**src/rtl/e_pipe_ctrl_if.sv**
```systemverilog
// rtl/e_pipe_ctrl_if.sv - decode-to-execute field bundle: D/d fields in, E register fields out
interface e_pipe_ctrl_if #(
    parameter int DATA_W = 64,
    parameter int REG_W  = 4,
    parameter int STAT_W = 3
);
    logic [STAT_W-1:0] D_stat;
    logic [3:0]        D_icode;
    logic [3:0]        D_ifun;
    logic [DATA_W-1:0] D_valC;
    logic [DATA_W-1:0] d_valA;
    logic [DATA_W-1:0] d_valB;
    logic [REG_W-1:0]  d_dstE;
    logic [REG_W-1:0]  d_dstM;
    logic [REG_W-1:0]  d_srcA;
    logic [REG_W-1:0]  d_srcB;

    logic [STAT_W-1:0] E_stat;
    logic [3:0]        E_icode;
    logic [3:0]        E_ifun;
    logic [DATA_W-1:0] E_valC;
    logic [DATA_W-1:0] E_valA;
    logic [DATA_W-1:0] E_valB;
    logic [REG_W-1:0]  E_dstE;
    logic [REG_W-1:0]  E_dstM;
    logic [REG_W-1:0]  E_srcA;
    logic [REG_W-1:0]  E_srcB;

    modport master (
        output D_stat, D_icode, D_ifun, D_valC, d_valA, d_valB,
               d_dstE, d_dstM, d_srcA, d_srcB,
        input  E_stat, E_icode, E_ifun, E_valC, E_valA, E_valB,
               E_dstE, E_dstM, E_srcA, E_srcB
    );

    modport slave (
        input  D_stat, D_icode, D_ifun, D_valC, d_valA, d_valB,
               d_dstE, d_dstM, d_srcA, d_srcB,
        output E_stat, E_icode, E_ifun, E_valC, E_valA, E_valB,
               E_dstE, E_dstM, E_srcA, E_srcB
    );
endinterface

```
**src/rtl/e_pipe_ctrl.sv**
```systemverilog
// rtl/e_pipe_ctrl.sv - Y86-64 E pipeline register with load/use, mispredict, ret and exception control
module e_pipe_ctrl #(
    parameter int DATA_W = 64,
    parameter int REG_W  = 4,
    parameter int STAT_W = 3
) (
    input  logic              clk_i,
    input  logic              rst_i,
    e_pipe_ctrl_if.slave      de_if,
    input  logic [3:0]        M_icode_i,
    input  logic              e_Cnd_i,
    input  logic [STAT_W-1:0] m_stat_i,
    input  logic [STAT_W-1:0] W_stat_i,
    output logic              F_stall_o,
    output logic              D_stall_o,
    output logic              D_bubble_o,
    output logic              M_bubble_o,
    output logic              W_stall_o,
    output logic              set_cc_o
);
    localparam logic [3:0] I_NOP    = 4'h1;
    localparam logic [3:0] I_MRMOVQ = 4'h5;
    localparam logic [3:0] I_OPQ    = 4'h6;
    localparam logic [3:0] I_JXX    = 4'h7;
    localparam logic [3:0] I_RET    = 4'h9;
    localparam logic [3:0] I_POPQ   = 4'hB;

    localparam logic [STAT_W-1:0] S_AOK = STAT_W'(1);
    localparam logic [STAT_W-1:0] S_HLT = STAT_W'(2);
    localparam logic [STAT_W-1:0] S_ADR = STAT_W'(3);
    localparam logic [STAT_W-1:0] S_INS = STAT_W'(4);

    localparam logic [REG_W-1:0] RNONE = {REG_W{1'b1}};

    typedef struct packed {
        logic [STAT_W-1:0] stat;
        logic [3:0]        icode;
        logic [3:0]        ifun;
        logic [DATA_W-1:0] valc;
        logic [DATA_W-1:0] vala;
        logic [DATA_W-1:0] valb;
        logic [REG_W-1:0]  dste;
        logic [REG_W-1:0]  dstm;
        logic [REG_W-1:0]  srca;
        logic [REG_W-1:0]  srcb;
    } e_reg_t;

    localparam e_reg_t E_BUBBLE = '{
        stat:  S_AOK,
        icode: I_NOP,
        ifun:  4'h0,
        valc:  '0,
        vala:  '0,
        valb:  '0,
        dste:  RNONE,
        dstm:  RNONE,
        srca:  RNONE,
        srcb:  RNONE
    };

    function automatic logic exc(input logic [STAT_W-1:0] s);
        return (s == S_ADR) || (s == S_INS) || (s == S_HLT);
    endfunction

    e_reg_t e_q;
    e_reg_t e_d;

    logic load_use;
    logic mispredict;
    logic ret_in_pipe;
    logic e_bubble;
    logic m_exc;
    logic w_exc;

    // A load with no destination (dstM == RNONE) must not match RNONE source fields.
    always_comb begin
        load_use    = ((e_q.icode == I_MRMOVQ) || (e_q.icode == I_POPQ)) &&
                      (e_q.dstm != RNONE) &&
                      ((e_q.dstm == de_if.d_srcA) || (e_q.dstm == de_if.d_srcB));
        mispredict  = (e_q.icode == I_JXX) && !e_Cnd_i;
        ret_in_pipe = (de_if.D_icode == I_RET) || (e_q.icode == I_RET) ||
                      (M_icode_i == I_RET);
        m_exc       = exc(m_stat_i);
        w_exc       = exc(W_stat_i);
        e_bubble    = mispredict || load_use;
    end

    assign F_stall_o  = load_use || ret_in_pipe;
    assign D_stall_o  = load_use;
    assign D_bubble_o = mispredict || (!load_use && ret_in_pipe);
    assign M_bubble_o = m_exc || w_exc;
    assign W_stall_o  = w_exc;
    assign set_cc_o   = (e_q.icode == I_OPQ) && !m_exc && !w_exc;

    always_comb begin
        e_d = E_BUBBLE;
        if (!e_bubble) begin
            e_d.stat  = de_if.D_stat;
            e_d.icode = de_if.D_icode;
            e_d.ifun  = de_if.D_ifun;
            e_d.valc  = de_if.D_valC;
            e_d.vala  = de_if.d_valA;
            e_d.valb  = de_if.d_valB;
            e_d.dste  = de_if.d_dstE;
            e_d.dstm  = de_if.d_dstM;
            e_d.srca  = de_if.d_srcA;
            e_d.srcb  = de_if.d_srcB;
        end
    end

    always_ff @(posedge clk_i) begin
        if (rst_i) begin
            e_q <= E_BUBBLE;
        end else begin
            e_q <= e_d;
        end
    end

    assign de_if.E_stat  = e_q.stat;
    assign de_if.E_icode = e_q.icode;
    assign de_if.E_ifun  = e_q.ifun;
    assign de_if.E_valC  = e_q.valc;
    assign de_if.E_valA  = e_q.vala;
    assign de_if.E_valB  = e_q.valb;
    assign de_if.E_dstE  = e_q.dste;
    assign de_if.E_dstM  = e_q.dstm;
    assign de_if.E_srcA  = e_q.srca;
    assign de_if.E_srcB  = e_q.srcb;
endmodule

```
**src/flat_wrapper.sv**
```systemverilog
// flat-port wrapper written by rule: the top's interface ports become plain ports
module e_pipe_ctrl_flat 
#(
    parameter int DATA_W = 64,
    parameter int REG_W  = 4,
    parameter int STAT_W = 3
)
  (clk_i, rst_i, M_icode_i, e_Cnd_i, m_stat_i, W_stat_i, F_stall_o, D_stall_o, D_bubble_o, M_bubble_o, W_stall_o, set_cc_o, de_if_D_stat, de_if_D_icode, de_if_D_ifun, de_if_D_valC, de_if_d_valA, de_if_d_valB, de_if_d_dstE, de_if_d_dstM, de_if_d_srcA, de_if_d_srcB, de_if_E_stat, de_if_E_icode, de_if_E_ifun, de_if_E_valC, de_if_E_valA, de_if_E_valB, de_if_E_dstE, de_if_E_dstM, de_if_E_srcA, de_if_E_srcB);
  e_pipe_ctrl_if #(.DATA_W(DATA_W), .REG_W(REG_W), .STAT_W(STAT_W)) de_if_i ();
  input  logic clk_i;
  input  logic rst_i;
  input  logic [3:0] M_icode_i;
  input  logic e_Cnd_i;
  input  logic [STAT_W-1:0] m_stat_i;
  input  logic [STAT_W-1:0] W_stat_i;
  output logic F_stall_o;
  output logic D_stall_o;
  output logic D_bubble_o;
  output logic M_bubble_o;
  output logic W_stall_o;
  output logic set_cc_o;
  input wire logic [$bits(de_if_i.D_stat)-1:0] de_if_D_stat;
  input wire logic [$bits(de_if_i.D_icode)-1:0] de_if_D_icode;
  input wire logic [$bits(de_if_i.D_ifun)-1:0] de_if_D_ifun;
  input wire logic [$bits(de_if_i.D_valC)-1:0] de_if_D_valC;
  input wire logic [$bits(de_if_i.d_valA)-1:0] de_if_d_valA;
  input wire logic [$bits(de_if_i.d_valB)-1:0] de_if_d_valB;
  input wire logic [$bits(de_if_i.d_dstE)-1:0] de_if_d_dstE;
  input wire logic [$bits(de_if_i.d_dstM)-1:0] de_if_d_dstM;
  input wire logic [$bits(de_if_i.d_srcA)-1:0] de_if_d_srcA;
  input wire logic [$bits(de_if_i.d_srcB)-1:0] de_if_d_srcB;
  output wire logic [$bits(de_if_i.E_stat)-1:0] de_if_E_stat;
  output wire logic [$bits(de_if_i.E_icode)-1:0] de_if_E_icode;
  output wire logic [$bits(de_if_i.E_ifun)-1:0] de_if_E_ifun;
  output wire logic [$bits(de_if_i.E_valC)-1:0] de_if_E_valC;
  output wire logic [$bits(de_if_i.E_valA)-1:0] de_if_E_valA;
  output wire logic [$bits(de_if_i.E_valB)-1:0] de_if_E_valB;
  output wire logic [$bits(de_if_i.E_dstE)-1:0] de_if_E_dstE;
  output wire logic [$bits(de_if_i.E_dstM)-1:0] de_if_E_dstM;
  output wire logic [$bits(de_if_i.E_srcA)-1:0] de_if_E_srcA;
  output wire logic [$bits(de_if_i.E_srcB)-1:0] de_if_E_srcB;
  assign de_if_i.D_stat = de_if_D_stat;
  assign de_if_i.D_icode = de_if_D_icode;
  assign de_if_i.D_ifun = de_if_D_ifun;
  assign de_if_i.D_valC = de_if_D_valC;
  assign de_if_i.d_valA = de_if_d_valA;
  assign de_if_i.d_valB = de_if_d_valB;
  assign de_if_i.d_dstE = de_if_d_dstE;
  assign de_if_i.d_dstM = de_if_d_dstM;
  assign de_if_i.d_srcA = de_if_d_srcA;
  assign de_if_i.d_srcB = de_if_d_srcB;
  assign de_if_E_stat = de_if_i.E_stat;
  assign de_if_E_icode = de_if_i.E_icode;
  assign de_if_E_ifun = de_if_i.E_ifun;
  assign de_if_E_valC = de_if_i.E_valC;
  assign de_if_E_valA = de_if_i.E_valA;
  assign de_if_E_valB = de_if_i.E_valB;
  assign de_if_E_dstE = de_if_i.E_dstE;
  assign de_if_E_dstM = de_if_i.E_dstM;
  assign de_if_E_srcA = de_if_i.E_srcA;
  assign de_if_E_srcB = de_if_i.E_srcB;
  e_pipe_ctrl #(.DATA_W(DATA_W), .REG_W(REG_W), .STAT_W(STAT_W)) u_core (.clk_i(clk_i), .rst_i(rst_i), .de_if(de_if_i), .M_icode_i(M_icode_i), .e_Cnd_i(e_Cnd_i), .m_stat_i(m_stat_i), .W_stat_i(W_stat_i), .F_stall_o(F_stall_o), .D_stall_o(D_stall_o), .D_bubble_o(D_bubble_o), .M_bubble_o(M_bubble_o), .W_stall_o(W_stall_o), .set_cc_o(set_cc_o));
endmodule
```
**config.mk**
```make
export PLATFORM = sky130hd
export DESIGN_NAME = e_pipe_ctrl_flat
export DESIGN_NICKNAME = d
export VERILOG_FILES = /design/src/rtl/e_pipe_ctrl_if.sv /design/src/rtl/e_pipe_ctrl.sv /design/src/flat_wrapper.sv
export SDC_FILE = /design/constraint.sdc
export NUM_CORES = 1
export LEC_CHECK = 0
export BUFFER_PORTS_ARGS = -buffer_cell sky130_fd_sc_hd__buf_2
export CAP_MARGIN = 20
export CORE_AREA = 2 2 178 180
export DETAILED_ROUTE_END_ITERATION = 10
export DIE_AREA = 0 0 180 182
export GPL_ROUTABILITY_DRIVEN = 0
export PLACE_DENSITY_LB_ADDON = 0.1
export SETUP_SLACK_MARGIN = 0.5
export SYNTH_ARGS = -nofsm -noshare
export SYNTH_HDL_FRONTEND = slang
export SYNTH_SLANG_ARGS = --single-unit
```
**constraint.sdc**
```tcl
create_clock -name clk_i -period 1.8 [get_ports clk_i]
set_input_delay 0.18 -clock clk_i [delete_from_list [all_inputs] [get_ports clk_i]]
set_output_delay 0.18 -clock clk_i [all_outputs]
set_load 0.03 [all_outputs]
```
### Word-level counts from Yosys, hierarchy flattened

Cells that the tools add are included.
W data, S select, Z words.

* word-level logic and storage cells: 49
* register bits after elaboration: 219
* bits of input ports: 232
* output and inout bits: 225

* equality and inequality tests: 16
* reduce and logical (&&, ||, !) cells: 23

Operators by type and width (number)
* $eq A4 B4 Y1 const B: 4
* $eq A3 B2 Y1 const B: 4
* $eq A4 B3 Y1 const B: 3
* $logic_or A1 B1 Y1: 12
* $eq A4 B4 Y1: 2
* $eq A3 B3 Y1 const B: 2
* $logic_and A1 B1 Y1: 6
* $logic_not A1 Y1: 4
* $ne A4 B4 Y1 const B: 1
* $reduce_or A2 Y1: 1

### Longest topological paths before layout

* depth in word-level cells: 7
* gate-level depth with buffers: 6

### Worst setup path after synthesis

No wires, ideal clock.

* kind: flip-flop to output port
* start: register u_core.e_q, in the netlist u_core.de_if.E_icode[2]
* end: output F_stall_o
* data arrival time: 1.782 ns
* required time: 1.620 ns
* cell stages (with the launch flop): 7
* slack: -0.162 ns
* path through: dfxtp_1 -> nor3b_1 -> o211ai_2 -> a21oi_2 -> buf_6 -> buf_6 -> nand2b_1

* longest elaborated chain between the ends: 5
* elaborated cells between the ends (all ways): 9
* classes of those cells: eq/ne: 3; reduce/logical: 6

RTL lines
* from (decl): line e_pipe_ctrl.sv:65 `e_reg_t e_q;`
* from (signal assigned): line e_pipe_ctrl.sv:113 `e_q <= E_BUBBLE;`
* from (signal assigned): line e_pipe_ctrl.sv:115 `e_q <= e_d;`
* $eq A4 B3 Y1 / $eq A4 B4 Y1 (equally long branches): line e_pipe_ctrl.sv:77 `load_use = ((e_q.icode == I_MRMOVQ) || (e_q.icode == I_POPQ)) &&`
* $logic_or A1 B1 Y1 *: line e_pipe_ctrl.sv:77
* $logic_and A1 B1 Y1 *: line e_pipe_ctrl.sv:77
* $logic_and A1 B1 Y1 *: line e_pipe_ctrl.sv:78 `(e_q.dstm != RNONE) &&`
* via D_stall_o: line flat_wrapper.sv:17 `output logic D_stall_o;`
* $logic_or A1 B1 Y1 *: line e_pipe_ctrl.sv:88 `assign F_stall_o = load_use || ret_in_pipe;`
* to (decl): line flat_wrapper.sv:16 `output logic F_stall_o;`

The timed path passes the listed nets; every way through them passes the cells marked *.

### Worst setup path in the final report

* start: register u_core.e_q, in the netlist u_core.de_if.E_icode[1]
* end: register u_core.e_q, in the netlist u_core.de_if.E_valB[3]

* longest elaborated chain between the ends: 6
* elaborated cells between the ends (all ways): 9
* classes of those cells: eq/ne: 3; reduce/logical: 6

RTL lines
* $eq A4 B3 Y1 / $eq A4 B4 Y1 (equally long branches): line e_pipe_ctrl.sv:77
* $logic_or A1 B1 Y1: line e_pipe_ctrl.sv:77
* $logic_and A1 B1 Y1: line e_pipe_ctrl.sv:77
* $logic_and A1 B1 Y1: line e_pipe_ctrl.sv:78
* $logic_or A1 B1 Y1 *: line e_pipe_ctrl.sv:85 `e_bubble = mispredict || load_use;`
* $reduce_or A2 Y1 (no source line) *

Every way passes the cells marked *; elsewhere a longest branch is shown, timed or not.
A chain may end at the register's enable or synchronous reset.

==> flow_summary.json <==
{
  "crit_arrival_ps": 2450,
  "dp_worst_setup_slack_ps": 74.42,
  "power-per-cell-area_mw_per_mm2": 744.6,
  "design_area_mm2": 0.01797,
  "routedWlPerCell_um": 19.34,
  "hold_viol_final": 0,
  "finalCritPeriodShare_pct": 112.2,
  "die_area_mm2": 0.03276,
  "cts_root_buffer": "sky130_fd_sc_hd__clkbuf_16",
  "layout-drive-gt1-share_pct": 66.47,
  "gr-max-usage-layer": "met2",
  "slew_violations": 0,
  "number_of_flip_flops_and_latches_in_the_synthesized_netlist": 219,
  "flow.area_growth_from_synthesis_pct": 127.9,
  "nature_of_the_critical_path_endpoint": "flop",
  "ios": 457,
  "netlist-cell-type-count": 26,
  "dr.pass1.iters": 4,
  "post_dp_cell_area_mm2": 0.01099,
  "violations": "negative setup slack",
  "grt_use_met2_pct": 35.46,
  "number_of_buffers_and_inverters_on_the_critical_path": 6,
  "worst-slew-pin-transition_ps": 916.9,
  "clock_skew_ps": 12.03,
  "clockBufferDepth": 3,
  "die_height_um": 182,
  "cell_with_the_biggest_individual_delay_on_the_critical_path": "sky130_fd_sc_hd__dfxtp_4",
  "post_synthesis_instance_total": 540,
  "cp_top_delay_family": "buffers and inverters",
  "ys_seq_area_share_pct": 55.59,
  "path_class": "reg -> reg",
  "status": "finished with violations",
  "clock_tree_from_tritoncts": "built",
  "clkSinkCount": 219,
  "clk_transition_reported_paths_ps": 70,
  "synth_area_per_cell_um2": 14.60,
  "grt_use_met1_pct": 21.87,
  "start_util_pct": 25.45,
  "maximum_number_of_pins_on_one_net_before_global_route_repair": 79,
  "timing.max_cap.violations": 0,
  "fmax_mhz": 495.2,
  "total_clock_buffers_created_by_cts": 26,
  "grt.total_usage_pct": 19.46,
  "global_route_wire_length_before_repair_um": 49690,
  "cts-htree-levels": 1,
  "fin_setup_tns_ps": -13770,
  "holdWs_ps": 382.4,
  "synth.net_count": 772,
  "synth.cell_area_mm2": 0.007886,
  "nNetsFinal": 1559,
  "global_route.usage.met3_pct": 5.154,
  "hpwl_after_detailed_placement_um": 18950,
  "drt_drc_violations_left": 0,
  "setup_ws_ps": -219.5,
  "grt_antenna_before_repair": 4,
  "minimum_clock_period_after_layout_ps": 2020,
  "antenna_left": 0,
  "wl_um": 33800,
  "synth-warning-count": 0,
  "die_w_um": 180,
  "number_of_non_filler_instances_in_the_completed_layout": 1748,
  "final-setup-viol-count": 172,
  "io_buffer_count": 456,
  "worstPathMaxFanout": 8,
  "unrepaired_setup_endpoints_after_global_routing": "yes",
  "vdd_drop_max_uv": 545.3,
  "min-delay-path-class": "in -> reg",
  "dr_total_vias": 7694,
  "floorplan.rows": 65,
  "first_drt_iteration_drcs": 211,
  "max_stage_delay_ps": 350,
  "placed_cells_incl_taps": 1369,
  "latest_clock_arrival_within_the_worst_skew_pair_ps": 530,
  "crit_required_ps": 2240,
  "timing.critical_path.cells": "and3b_1, o211ai_2, a21oi_4, buf_4, buf_12, buf_12, buf_16, buf_8, buf_16, nor4b_4",
  "relSlewSlack_pct": 38.87,
  "average_via_count_per_standard_cell": 4.402,
  "core_area_mm2": 0.03099,
  "worstSetupStartpointType": "flop",
  "globalRouteOverflowTotal": 0,
  "leakagePower_nw": 8.021,
  "number_of_global_route_vias_before_repair": 8285
}
-- area by class of cell --
class	count	area, um^2
Antenna cell	1	2.502
Clock buffer	37	814.5
Clock inverter	9	78.83
Fill cell	2433	13020
Multi-Input combinational cell	249	4593
Sequential cell	219	4415
Tap cell	402	503.0
Timing Repair Buffer	831	7562
-- stage by stage --
step	power (mW)	utilization (%)
after global placement	7.151	35.46
after detailed placement	7.143	35.46
after CTS	13.32	54.84
after floorplan	6.461	-
final	13.38	57.99
after global routing	13.92	57.99
-- cell usage in the layout, fill, tap and decap left out, types with 2 or more instances in the layout --
| master | n |
|---|---|
| sky130_fd_sc_hd__xnor2_2 | 7 |
| sky130_fd_sc_hd__clkbuf_4 | 2 |
| sky130_fd_sc_hd__clkinv_2 | 5 |
| sky130_fd_sc_hd__nor4b_4 | 119 |
| sky130_fd_sc_hd__buf_12 | 44 |
| sky130_fd_sc_hd__nor4bb_1 | 2 |
| sky130_fd_sc_hd__dlygate4sd3_1 | 219 |
| sky130_fd_sc_hd__buf_2 | 438 |
| sky130_fd_sc_hd__nor4b_2 | 82 |
| sky130_fd_sc_hd__dfxtp_4 | 8 |
| sky130_fd_sc_hd__nand4_1 | 3 |
| sky130_fd_sc_hd__or4_4 | 8 |
| sky130_fd_sc_hd__nor2_1 | 2 |
| sky130_fd_sc_hd__a21oi_4 | 2 |
| sky130_fd_sc_hd__clkbuf_8 | 8 |
| sky130_fd_sc_hd__buf_6 | 38 |
| sky130_fd_sc_hd__buf_4 | 22 |
| sky130_fd_sc_hd__or4_1 | 10 |
| sky130_fd_sc_hd__clkbuf_16 | 28 |
| sky130_fd_sc_hd__clkinvlp_4 | 2 |
| sky130_fd_sc_hd__dfxtp_1 | 210 |
| sky130_fd_sc_hd__buf_16 | 52 |
| sky130_fd_sc_hd__buf_8 | 15 |
-- logic make-up after synthesis --
family,count (synthesis),synth area share [%]
flip-flops,219,55.59
XOR/XNOR,8,0.8885
multiplexers,1,0.1428
AND/OR/NAND/NOR,236,36.71
buffers and inverters,72,6.219
AO/OA/AOI/OAI,4,0.4442
-- worst min-delay path: cells and delay by family --
family        cells  cell delay [ps]
buf+inv           2              620
simple gates      1               90
-- layer usage --
metal  vias up  wire length, um
met4         4             1203
li1       3663                -
met1      3645            12770
met3        70             2322
met5         -               19
met2       312            17480
-- flip-flops by register name, indices dropped and copies added (netlist names) --
name,count
u_core.de_if.E_srcB,4
u_core.de_if.E_valA,64
u_core.de_if.E_dstE,4
u_core.de_if.E_dstM,4
u_core.de_if.E_valC,64
u_core.de_if.E_srcA,4
u_core.de_if.E_valB,64
u_core.de_if.E_stat,3
u_core.de_if.E_ifun,4
u_core.de_if.E_icode,4
-- path summary, 6_finish.rpt --
check	start	end	slack, ps	cells past startpoint
setup reg to reg	u_core.de_if.E_icode[1]	u_core.de_if.E_valB[3]	-220	10
setup / recovery	u_core.de_if.E_icode[1]	u_core.de_if.E_valB[3]	-220	10
hold reg to reg	u_core.de_if.E_icode[0]	u_core.de_if.E_valB[51]	1090	5
hold / removal	de_if_d_dstE[1]	u_core.de_if.E_dstE[1]	380	3
-- cell usage after synthesis, drive strengths merged --
master | number | area, um^2
a21oi | 2 | 13.76
or4 | 18 | 135.1
nand3b | 1 | 7.510
nand4 | 3 | 18.77
clkbuf | 26 | 98.84
nand2b | 1 | 6.260
nor4bb | 3 | 30.03
or3b | 1 | 8.760
nor2b | 1 | 6.260
nor2 | 2 | 7.510
a211o | 1 | 8.760
buf | 46 | 391.6
xnor2 | 8 | 70.07
mux2 | 1 | 11.26
nor4b | 201 | 2636
o211ai | 1 | 12.51
nor3b | 2 | 20.02
dfxtp | 219 | 4384
nor3 | 2 | 10.01
and3b | 1 | 8.760
-- timing repair --
item,in CTS,in global routing
pin swaps,104,53
hold buffers,219,0
endpoints found under the hold margin,219,0
buffers inserted,62,6
resized for setup,242,116
endpoints found under the setup margin,234,232
gates cloned,45,0
-- report_power, final --
group / internal [mW] / leakage (nW) / total (mW) / switching, mW
Sequential: 5.13 / 1.83 / 5.22 / 0.0861
Combinational: 1.41 / 5.75 / 2.75 / 1.34
Clock: 3.28 / 0.442 / 5.41 / 2.14
Power figures use the tool's default switching activity.
